<file path="config.mk">
export PLATFORM = sky130hd
export DESIGN_NAME = char_box_locate
export DESIGN_NICKNAME = d
export VERILOG_FILES = /design/src/rtl/char_box_locate.sv
export SDC_FILE = /design/constraint.sdc
export NUM_CORES = 1
export LEC_CHECK = 0
export CORE_MARGIN = 2
export CORE_UTILIZATION = 35
export CTS_CLUSTER_SIZE = 16
export DETAILED_ROUTE_END_ITERATION = 6
export SLEW_MARGIN = 20
export SYNTH_ARGS = -nofsm -noshare
export SYNTH_HDL_FRONTEND = slang
export SYNTH_SLANG_ARGS = --single-unit
</file>
<file path="constraint.sdc">
create_clock -name clk -period 4.9 [get_ports clk]
set_clock_uncertainty 0.15 [all_clocks]
set_input_delay 0.735 -clock clk [delete_from_list [all_inputs] [get_ports clk]]
set_output_delay 0.735 -clock clk [all_outputs]
set_load 0.005 [all_outputs]
</file>
<file path="src/rtl/char_box_locate.sv">
// Per-frame character bounding-box finder: qualifies rows by in-window foreground count and
// latches the union box at the end of each frame for the downstream feature scanner.
module char_box_locate #(
    parameter int unsigned ROW_MIN = 3,
    parameter int unsigned MIN_W   = 8,
    parameter int unsigned MIN_H   = 12
) (
    input  logic        clk,
    input  logic        rst_n,
    input  logic        i_hs,
    input  logic        i_vs,
    input  logic        i_de,
    input  logic [11:0] i_x,
    input  logic [11:0] i_y,
    input  logic        i_th,
    input  logic [11:0] win_left,
    input  logic [11:0] win_right,
    input  logic [11:0] win_up,
    input  logic [11:0] win_down,
    output logic [11:0] char_up,
    output logic [11:0] char_down,
    output logic [11:0] char_left,
    output logic [11:0] char_right,
    output logic        box_valid,
    output logic        box_found,
    output logic        o_hs,
    output logic        o_vs,
    output logic        o_de,
    output logic [11:0] o_x,
    output logic [11:0] o_y
);

    typedef enum logic [1:0] {StWaitVs, StActive, StEval} state_e;

    state_e      state_q, state_d;
    logic        de_d, vs_d;
    logic [11:0] row_cnt_q, row_cnt_d;
    logic [11:0] row_min_x_q, row_min_x_d;
    logic [11:0] row_max_x_q, row_max_x_d;
    logic [11:0] row_y_q, row_y_d;
    logic [11:0] top_q, top_d, bottom_q, bottom_d;
    logic [11:0] left_q, left_d, right_q, right_d;
    logic        found_q, found_d;
    logic [11:0] char_up_d, char_down_d, char_left_d, char_right_d;
    logic        box_valid_d, box_found_d;

    logic        in_win, hit, row_end, line_start, vs_rise, vs_fall, row_ok, accept;
    logic [12:0] height, width;

    assign in_win     = (i_x >= win_left) && (i_x <= win_right) &&
                        (i_y >= win_up) && (i_y <= win_down);
    assign hit        = i_de && i_vs && i_th && in_win;
    assign row_end    = de_d && !i_de;
    assign line_start = i_de && !de_d;
    assign vs_rise    = !vs_d && i_vs;
    assign vs_fall    = vs_d && !i_vs;
    assign row_ok     = 32'(row_cnt_q) >= ROW_MIN;

    assign height = {1'b0, bottom_q} - {1'b0, top_q} + 13'd1;
    assign width  = {1'b0, right_q} - {1'b0, left_q} + 13'd1;
    assign accept = found_q && (bottom_q >= top_q) && (right_q >= left_q) &&
                    (32'(height) >= MIN_H) && (32'(width) >= MIN_W);

    // Row accumulators run free; only frame commits are gated by the FSM.
    always_comb begin
        row_cnt_d   = row_cnt_q;
        row_min_x_d = row_min_x_q;
        row_max_x_d = row_max_x_q;
        row_y_d     = row_y_q;
        if (line_start) row_y_d = i_y;
        if (row_end) begin
            row_cnt_d   = 12'd0;
            row_min_x_d = 12'hFFF;
            row_max_x_d = 12'd0;
        end else if (hit) begin
            if (row_cnt_q != 12'hFFF) row_cnt_d = row_cnt_q + 12'd1;
            if (i_x < row_min_x_q) row_min_x_d = i_x;
            if (i_x > row_max_x_q) row_max_x_d = i_x;
        end
    end

    always_comb begin
        state_d      = state_q;
        top_d        = top_q;
        bottom_d     = bottom_q;
        left_d       = left_q;
        right_d      = right_q;
        found_d      = found_q;
        char_up_d    = char_up;
        char_down_d  = char_down;
        char_left_d  = char_left;
        char_right_d = char_right;
        box_valid_d  = 1'b0;
        box_found_d  = box_found;
        unique case (state_q)
            StWaitVs: begin
                top_d    = 12'hFFF;
                bottom_d = 12'd0;
                left_d   = 12'hFFF;
                right_d  = 12'd0;
                found_d  = 1'b0;
                if (vs_rise) state_d = StActive;
            end
            StActive: begin
                // A row end coinciding with the vs fall still commits before evaluation.
                if (row_end && row_ok) begin
                    if (row_y_q < top_q) top_d = row_y_q;
                    if (row_y_q > bottom_q) bottom_d = row_y_q;
                    if (row_min_x_q < left_q) left_d = row_min_x_q;
                    if (row_max_x_q > right_q) right_d = row_max_x_q;
                    found_d = 1'b1;
                end
                if (vs_fall) state_d = StEval;
            end
            StEval: begin
                if (accept) begin
                    char_up_d    = top_q;
                    char_down_d  = bottom_q;
                    char_left_d  = left_q;
                    char_right_d = right_q;
                    box_valid_d  = 1'b1;
                    box_found_d  = 1'b1;
                end else begin
                    box_found_d  = 1'b0;
                end
                top_d    = 12'hFFF;
                bottom_d = 12'd0;
                left_d   = 12'hFFF;
                right_d  = 12'd0;
                found_d  = 1'b0;
                state_d  = StWaitVs;
            end
            default: state_d = StWaitVs;
        endcase
    end

    always_ff @(posedge clk or negedge rst_n) begin
        if (!rst_n) begin
            state_q     <= StWaitVs;
            de_d        <= 1'b0;
            // Reset high so a reset released mid-frame does not look like a frame start.
            vs_d        <= 1'b1;
            row_cnt_q   <= 12'd0;
            row_min_x_q <= 12'hFFF;
            row_max_x_q <= 12'd0;
            row_y_q     <= 12'd0;
            top_q       <= 12'hFFF;
            bottom_q    <= 12'd0;
            left_q      <= 12'hFFF;
            right_q     <= 12'd0;
            found_q     <= 1'b0;
            char_up     <= 12'd0;
            char_down   <= 12'd0;
            char_left   <= 12'd0;
            char_right  <= 12'd0;
            box_valid   <= 1'b0;
            box_found   <= 1'b0;
            o_hs        <= 1'b0;
            o_vs        <= 1'b0;
            o_de        <= 1'b0;
            o_x         <= 12'd0;
            o_y         <= 12'd0;
        end else begin
            state_q     <= state_d;
            de_d        <= i_de;
            vs_d        <= i_vs;
            row_cnt_q   <= row_cnt_d;
            row_min_x_q <= row_min_x_d;
            row_max_x_q <= row_max_x_d;
            row_y_q     <= row_y_d;
            top_q       <= top_d;
            bottom_q    <= bottom_d;
            left_q      <= left_d;
            right_q     <= right_d;
            found_q     <= found_d;
            char_up     <= char_up_d;
            char_down   <= char_down_d;
            char_left   <= char_left_d;
            char_right  <= char_right_d;
            box_valid   <= box_valid_d;
            box_found   <= box_found_d;
            o_hs        <= i_hs;
            o_vs        <= i_vs;
            o_de        <= i_de;
            o_x         <= i_x;
            o_y         <= i_y;
        end
    end

endmodule
</file>
=== After elaboration in Yosys (flattened, before gate mapping) ===
Cells that the tools add are included.

* Input port bits: 78
* Register bits after elaboration: 177
* Output and inout bits: 77
* Logic and storage cells: 116

* Mux-type cells: 28
* Magnitude comparators: 15
* Equality and inequality tests: 10
* $add $sub $neg: 5
* Reduce and logical (&&, ||, !) cells: 36

{| class="wikitable"
|+ Operators with widths
! cell !! count
|-
| two-way mux 12 bit || 17
|-
| one-hot mux 12 bit (2 select lines) || 4
|-
| greater-or-equal comparator 12 bit || 4
|-
| > comparator 12 bit || 3
|-
| less-than comparator 12 bit || 3
|-
| adder 13 x 1 -> 13 bit (second input constant) || 2
|-
| greater-or-equal comparator 13 x 4 -> 1 bit (second input constant) || 2
|-
| subtractor 12 x 12 -> 13 bit || 2
|-
| <= comparator 12 bit || 2
|-
| logical AND 1 bit || 15
|-
| inequality test 2 bit (second input constant) || 7
|-
| adder 12 x 1 -> 12 bit (second input constant) || 1
|-
| greater-or-equal comparator 12 x 2 -> 1 bit (second input constant) || 1
|-
| inequality test 12 bit (second input constant) || 1
|-
| AND reduction 2 bit || 6
|-
| AND reduction 3 bit || 4
|-
| nonzero test 2 bit || 5
|-
| logical NOT 1 bit || 4
|-
| two-way mux 2 bit || 2
|-
| one-hot mux 2 bit (2 select lines) || 1
|-
| two-way mux 1 bit || 3
|-
| equality test 2 x 1 -> 1 bit (second input constant) || 1
|-
| equality test 2 bit (second input constant) || 1
|-
| logical NOT 2 bit || 1
|-
| other kinds (2) || 2
|}

=== Longest topological paths before layout ===
Gate-level depths: netlist of the first run.

* Depth in word-level cells: 7
* Mapped depth: 15
* Mapped depth without buffers: 14

=== Least setup slack after synthesis of the first run ===
No wires, ideal clock.

* Kind: reg2reg
* Start point: register top_q[1]
* End point: register char_down[0]
* Setup time: 0.125 ns
* Period minus slack after synthesis: 3.762 ns
* Path buffers: 1
* Cell stages (with the launch flop): 16
* Path slack: 1.138 ns
* Arrival: 3.487 ns
* Data required time: 4.625 ns
* Path through: dfstp_2 -> inv_1 -> ha_1 -> inv_1 -> ha_1 -> inv_1 -> fa_1 -> or3b_1 -> a21oi_1 -> o21ai_1 -> or4_1 -> o41ai_1 -> o211ai_1 -> o311a_4 -> buf_6 -> mux2_4

* Word-level cells in the longest chain between the ends: 6
* Elaborated cells on any way between the ends: 9
* Those cells by class: add/sub: 2; order compare: 2; reduce/logical: 5

{| class="wikitable"
|+ Ends and longest elaborated chain
! item !! line !! RTL
|-
| start: declaration || 41 || <nowiki>logic [11:0] top_q, top_d, bottom_q, bottom_d;</nowiki>
|-
| start signal: assignment || 171 || <nowiki>top_q <= top_d;</nowiki>
|-
| subtractor 12 x 12 -> 13 bit / greater-or-equal comparator 12 bit (equally long branches) || 59, 61 ||
|-
| adder 13 x 1 -> 13 bit / logical AND 1 bit (equally long branches) || 59, 61 ||
|-
| greater-or-equal comparator 13 x 4 -> 1 bit / logical AND 1 bit (equally long branches) || 62, 61 ||
|-
| logical AND 1 bit (*) || 61 || <nowiki>assign accept = found_q && (bottom_q >= top_q) && (right_q >= left_q) &&</nowiki>
|-
| logical AND 1 bit (*) || 62 || <nowiki>(32'(height) >= MIN_H) && (32'(width) >= MIN_W);</nowiki>
|-
| AND reduction 2 bit (no line) (*) || - ||
|-
| end signal: assignment || 177 || <nowiki>char_down <= char_down_d;</nowiki>
|-
| end: declaration || 21 || <nowiki>output logic [11:0] char_down,</nowiki>
|}

Every way passes the cells marked *; elsewhere a longest branch is shown, timed or not.
A chain may end at the register's enable or synchronous reset.

=== Final worst setup path of the first run ===
* Start point: register top_q[1]
* End point: register char_down[8]

The elaborated chain is that of the path after synthesis.

==> results.sh, run 1 <==
export IMPL_ctsHoldBuffers=0
export IMPL_chipWidth_um=187
export IMPL_post_cts_buffers=0
export IMPL_leakagePower_nw=7.00
export IMPL_drv_cap=0
export IMPL_clkTransAtPathRegs_ns=0.07
export IMPL_relSlewSlack=0.227
export IMPL_grt_pass1_vias=8555
export IMPL_synth_warnings=0
export IMPL_grt_usage=0.164
export IMPL_cp_data_arrival_time_ns=4.54
export IMPL_critPathKind="flop to flop"
export IMPL_postPlaceCellArea_um2=13800
export IMPL_io_pins=155
export IMPL_wl_mm=28.1
export IMPL_irDropWorstVdd_uv=235
export IMPL_timing_final_max_slew_violations=0
export IMPL_fin_crit_ns=4.37
export IMPL_row_count=67
export IMPL_antenna_found_initial=0
export IMPL_final_net_count=1529
export IMPL_initial_utilization=0.353
export IMPL_root_buffer="clkbuf_16"
export IMPL_route_detailed_drc=0
export IMPL_grt_overflow=0
export IMPL_grt_pass1_wl_mm=45.7
export IMPL_routed_via_density=4.97
export IMPL_max_clock_path_buffers=2
export IMPL_drtAntennaViolNets=0
export IMPL_hpwl_mm=22.1
export IMPL_worst_slack_ns=0.525
export IMPL_grt_max_degree=76
export IMPL_port_buffers=154
export IMPL_syn_avg_cell_area_um2=10.5
export IMPL_cts_max_level=4
export IMPL_finalSetupViolCount=0
export IMPL_yosysSeqAreaShare=0.381
export IMPL_synth_most_common_cell="ha_1"
export IMPL_stdcell_area_um2=14400
export IMPL_fillers=3146
export IMPL_cp_required_ns=5.07
export IMPL_endpoint_kind="flop"
export IMPL_dr_pass1_iters=5
export IMPL_worst_pin_slew_ns=1.15
export IMPL_die_y_um=187
export IMPL_yosys_area_top_type="dfrtp_1"
export IMPL_synth_area_leaders="dfrtp_1 (30%), ha_1 (18%), dfstp_2 (8.3%), mux2_4 (6.1%), inv_1 (4.8%)"
export IMPL_powerDensity_nw_per_um2=229
export IMPL_post_route_period_util=0.893
export IMPL_synth_area_um2=11700
export IMPL_syn_instance_count=1114
export IMPL_synth_top_area_frac=0.299
export IMPL_post_route_util=0.433
export IMPL_drt_iter0_drc=529
export IMPL_synth_edf_count=0
export IMPL_n_antenna_cell=0
export IMPL_synth_seq_cells=177
export IMPL_critPathLaunchType="flop"
export IMPL_clk_latency_ns=0.44
export IMPL_syn_num_nets=1372
export IMPL_ys_flop_type="dfrtp_1"
export IMPL_vias=8605
export IMPL_cts_repair_resized=0
export IMPL_dieArea_um2=35000
export IMPL_rsz0062_at_grt="no"
export IMPL_drive_gt1_frac=0.124
export IMPL_finalPower_mw=3.30
export IMPL_hold_path_class="primary input to asynchronous set/reset pin"
export IMPL_synthToLayoutAreaGrowth_pct=22.9
export IMPL_gp_congestion=0.797
export IMPL_fmax_mhz=229
export IMPL_cts_sinks=177
export IMPL_dp_cells=1700
export IMPL_status="completed"
export IMPL_synth_common_cells="ha_1 (168), inv_1 (150), dfrtp_1 (140)"
export IMPL_synthArstFlopShare=1.00
export IMPL_place_ws_ns=0.551
export IMPL_final_cells=1732
export IMPL_hold_viol=0
export IMPL_holdWs_ns=0.189
export IMPL_fin_setup_tns_ns=0
export IMPL_cts_tree="yes"
export IMPL_routedWlPerCell_um=16.2
export IMPL_yosysUniqueCellTypes=71
export IMPL_cts_buffers_inserted=17
export IMPL_coreArea_um2=33300
export IMPL_critPathMaxFanout=50
export IMPL_regToRegSetupSlack_ns=0.53
[worst paths after layout]
path,startpoint,to,cells past startpoint
max in group asynchronous,rst_n,left_q[0],2
worst min-delay path,rst_n,o_x[11],1
worst max register to register,top_q[1],char_down[8],14
worst min register to register,state_q[1],state_q[0],1
worst max-delay path,top_q[1],char_down[8],14
min in group clk,state_q[1],state_q[0],1
[critical path, cell delays in order, from the launching register on]
cell and delay, ns:
dfstp_2 0.54, inv_1 0.07, ha_1 0.31, inv_1 0.06, ha_1 0.18, inv_1 0.06
fa_1 0.40, or3b_1 0.42, a21oi_1 0.17, o21ai_1 0.14, o21ai_0 0.09, o311ai_0 0.15
o211ai_1 0.26, o311a_4 0.86, mux2_4 0.35
[power by group]
| part | switching, mW | total, mW | leakage (nW) | internal, mW |
|---|---|---|---|---|
| logic | 0.177 | 0.369 | 4.46 | 0.192 |
| registers | 0.0568 | 1.56 | 2.25 | 1.50 |
| clock network | 0.608 | 1.38 | 0.289 | 0.771 |
| total | 0.841 | 3.30 | 7.00 | 2.46 |
[logic make-up (layout without fill, tap and decap cells)]
group           count (synthesis)  after routing  synth area share
buf+inv                       182            352            0.0616
simple gates                  244            244             0.112
flops                         177            177             0.381
xor+xnor                       10             10           0.00747
mux                           100            100             0.108
fa+ha+maj                     180            180             0.200
compound gates                221            221             0.130
[sequential cells by signal (all words and copies together), names as in the netlist, 2 cells and up]
signal,flops
top_q,12
char_up,12
row_y_q,12
left_q,12
o_x,12
bottom_q,12
row_max_x_q,12
state_q,2
char_down,12
right_q,12
row_min_x_q,12
o_y,12
char_right,12
row_cnt_q,12
char_left,12
[area by class of cell]
| type | instances | area, um^2 | share of cell area |
|---|---|---|---|
| Inverter | 150 | 563 | 0.0390 |
| Sequential cell | 177 | 4480 | 0.310 |
| Timing Repair Buffer | 170 | 1660 | 0.115 |
| Tap cell | 448 | 561 | 0.0389 |
| Clock buffer | 18 | 439 | 0.0305 |
| Multi-Input combinational cell | 755 | 6560 | 0.455 |
| Clock inverter | 14 | 155 | 0.0108 |
[placed cells by master (no fill, tap or decap), types with 12 or more instances in the layout]
master,count
ha_1,168
clkdlybuf4s50_1,153
inv_1,150
dfrtp_1,139
nand2_1,52
a21oi_1,49
mux2_4,48
dfstp_2,37
nor2_1,33
nand4_1,33
a21o_1,29
mux2i_1,29
nor2b_1,28
o211ai_1,27
o21ai_0,23
nand3_1,20
clkbuf_16,17
o31ai_1,16
nand2b_1,16
buf_4,16
and2_1,13
mux2_2,12
fa_1,12
[metal layers]
layer / track usage / vias up / wire, um
met1: 0.233 / 4158 / 14000
met3: 0.0225 / 22 / 827
met2: 0.262 / 150 / 12900
met4: 0.0455 / 0 / 384
met5: 0 / - / 0
li1: - / 4275 / -
Note: power is estimated with default switching activity, not from simulation.
==> run 2: changes to the inputs <==
GPL_TIMING_DRIVEN = 0   (was unset)
==> run 2 against run 1 <==
Total power grew 1.1%. Critical path depth is the same. Global-route usage grew 1.3 points. Combinational power grew 5.7%. Sequential power is essentially flat. Cell count grew 0.98%. Worst setup slack gained 0.074 ns.
==> results.sh, run 2 (same netlist as run 1, synthesis figures left out) <==
export IMPL_r2r_end="char_down[2]"
export IMPL_cp_required_ns=5.07
export IMPL_critPathMaxFanout=10
export IMPL_max_clock_path_buffers=2
export IMPL_path_cells="inv_1 > ha_1 > inv_1 > ha_1 > fa_1 > nor2b_1 > o31ai_1 > a22oi_2 > xnor2_1 > a2111oi_0 > nand4_1 > o311a_4 > buf_6 > mux2_4"
export IMPL_stdcell_area_um2=14500
export IMPL_place_ws_ns=0.457
export IMPL_routed_via_density=5.04
export IMPL_chipWidth_um=187
export IMPL_fin_crit_ns=4.30
export IMPL_fmax_mhz=233
export IMPL_rsz0062_at_grt="no"
export IMPL_cts_repair_resized=0
export IMPL_n_antenna_cell=0
export IMPL_cts_sinks=177
export IMPL_powerDensity_nw_per_um2=231
export IMPL_mostFrequentLayoutCells="ha_1 (168), clkdlybuf4s50_1 (153), inv_1 (150), dfrtp_1 (140), nand2_1 (52)"
export IMPL_r2r_start="left_q[1]"
export IMPL_final_net_count=1546
export IMPL_timing_final_max_slew_violations=0
export IMPL_cp_slowest_cell="dfstp_2"
export IMPL_layout_commonest_cell="ha_1"
export IMPL_io_pins=155
export IMPL_finalPower_mw=3.34
export IMPL_grt_max_degree=95
export IMPL_post_route_period_util=0.878
export IMPL_regToRegSetupSlack_ns=0.60
export IMPL_grt_usage=0.177
export IMPL_die_y_um=187
export IMPL_cp_top_family="compound AO/OA/AOI/OAI gates"
export IMPL_route_detailed_drc=0
export IMPL_finalSetupViolCount=0
export IMPL_critPathKind="flop to flop"
export IMPL_drive_gt1_frac=0.114
export IMPL_ctsHoldBuffers=0
export IMPL_gp_congestion=0.838
export IMPL_irDropWorstVdd_uv=244
export IMPL_endpoint_kind="flop"
export IMPL_status="completed"
export IMPL_hold_viol=0
export IMPL_hpwl_mm=23.3
export IMPL_hold_path_class="primary input to asynchronous set/reset pin"
export IMPL_dr_pass1_iters=4
export IMPL_port_buffers=154
export IMPL_row_count=67
export IMPL_grt_overflow=0
export IMPL_worst_pin_slew_ns=0.705
export IMPL_coreArea_um2=33300
export IMPL_initial_utilization=0.353
export IMPL_cts_max_level=4
export IMPL_max_stage_delay_ns=0.55
export IMPL_post_cts_buffers=0
export IMPL_cp_data_arrival_time_ns=4.47
export IMPL_antenna_found_initial=0
export IMPL_dieArea_um2=35000
export IMPL_drt_iter0_drc=455
export IMPL_grt_pass1_wl_mm=49.3
export IMPL_clkTransAtPathRegs_ns=0.07
export IMPL_clk_latency_ns=0.45
export IMPL_postPlaceCellArea_um2=13900
export IMPL_worst_slack_ns=0.600
export IMPL_drv_cap=0
export IMPL_drtAntennaViolNets=0
export IMPL_synthToLayoutAreaGrowth_pct=23.3
export IMPL_worstRegToRegCells=14
export IMPL_routedWlPerCell_um=17.1
export IMPL_cts_tree="yes"
export IMPL_grt_pass1_vias=9156
export IMPL_cts_buffers_inserted=17
export IMPL_root_buffer="clkbuf_16"
export IMPL_post_route_util=0.435
export IMPL_fin_setup_tns_ns=0
export IMPL_cp_num_buf_inv=3
export IMPL_critPathLaunchType="flop"
export IMPL_leakagePower_nw=7.00
export IMPL_vias=8810
export IMPL_wl_mm=29.9
export IMPL_relSlewSlack=0.518
[run 2: layout make-up]
cell class | count | area, um^2
buffer | 32 | 160
clock buffer | 19 | 443
clock inverter | 13 | 151
fill | 3221 | 18800
inverter | 150 | 563
multi-input combinational | 755 | 6540
sequential | 177 | 4480
tap | 448 | 561
timing repair buffer | 155 | 1570
[run 2: report_power, final]
part / internal, mW / switching, mW / leakage (nW)
clock network: 0.776 / 0.635 / 0.288
logic: 0.192 / 0.198 / 4.46
registers: 1.50 / 0.0401 / 2.25
total: 2.47 / 0.873 / 7.00
[run 2: through the flow]
step                      hold WS, ns  std cells
after global placement          0.332       1716
after floorplan                 0.286       1114
after CTS                       0.167       1749
after detailed placement        0.342       1717
after global routing            0.203       1749
final                           0.145       1749
[run 2: worst max-delay path by stage]
stage | slack, ns | startpoint | to | cells past startpoint
floorplan | 1.14 | top_q[1] | char_down[0] | 15
global placement | -4.50 | rst_n | char_up[5] | 1
detailed placement | 0.46 | i_y[11] | row_max_x_q[4] | 10
CTS | 0.62 | left_q[1] | char_down[2] | 14
global route | 0.40 | left_q[1] | char_down[2] | 14
finish | 0.60 | left_q[1] | char_down[2] | 14
[run 2: worst register-to-register path: stages, from the launching register on]
cell	delay [ns]
dfstp_2	0.55
inv_1	0.08
ha_1	0.30
inv_1	0.05
ha_1	0.21
fa_1	0.43
nor2b_1	0.18
o31ai_1	0.36
a22oi_2	0.12
xnor2_1	0.16
a2111oi_0	0.44
nand4_1	0.23
o311a_4	0.42
buf_6	0.19
mux2_4	0.31
[run 2: routing by layer]
layer  part of all wire  vias to the layer above  global-route usage
li1                   -                     4313                   -
met1               0.48                     4276               0.238
met2               0.46                      177               0.290
met3              0.035                       44              0.0276
met4              0.026                        0              0.0632
met5                  0                        -                   0
==> run 3: changes to the inputs <==
ABC_CLOCK_PERIOD_IN_PS = 4900   (was unset)
==> results of run 3 <==
The final DEF is identical to that of run 2; final timing and power are the same.
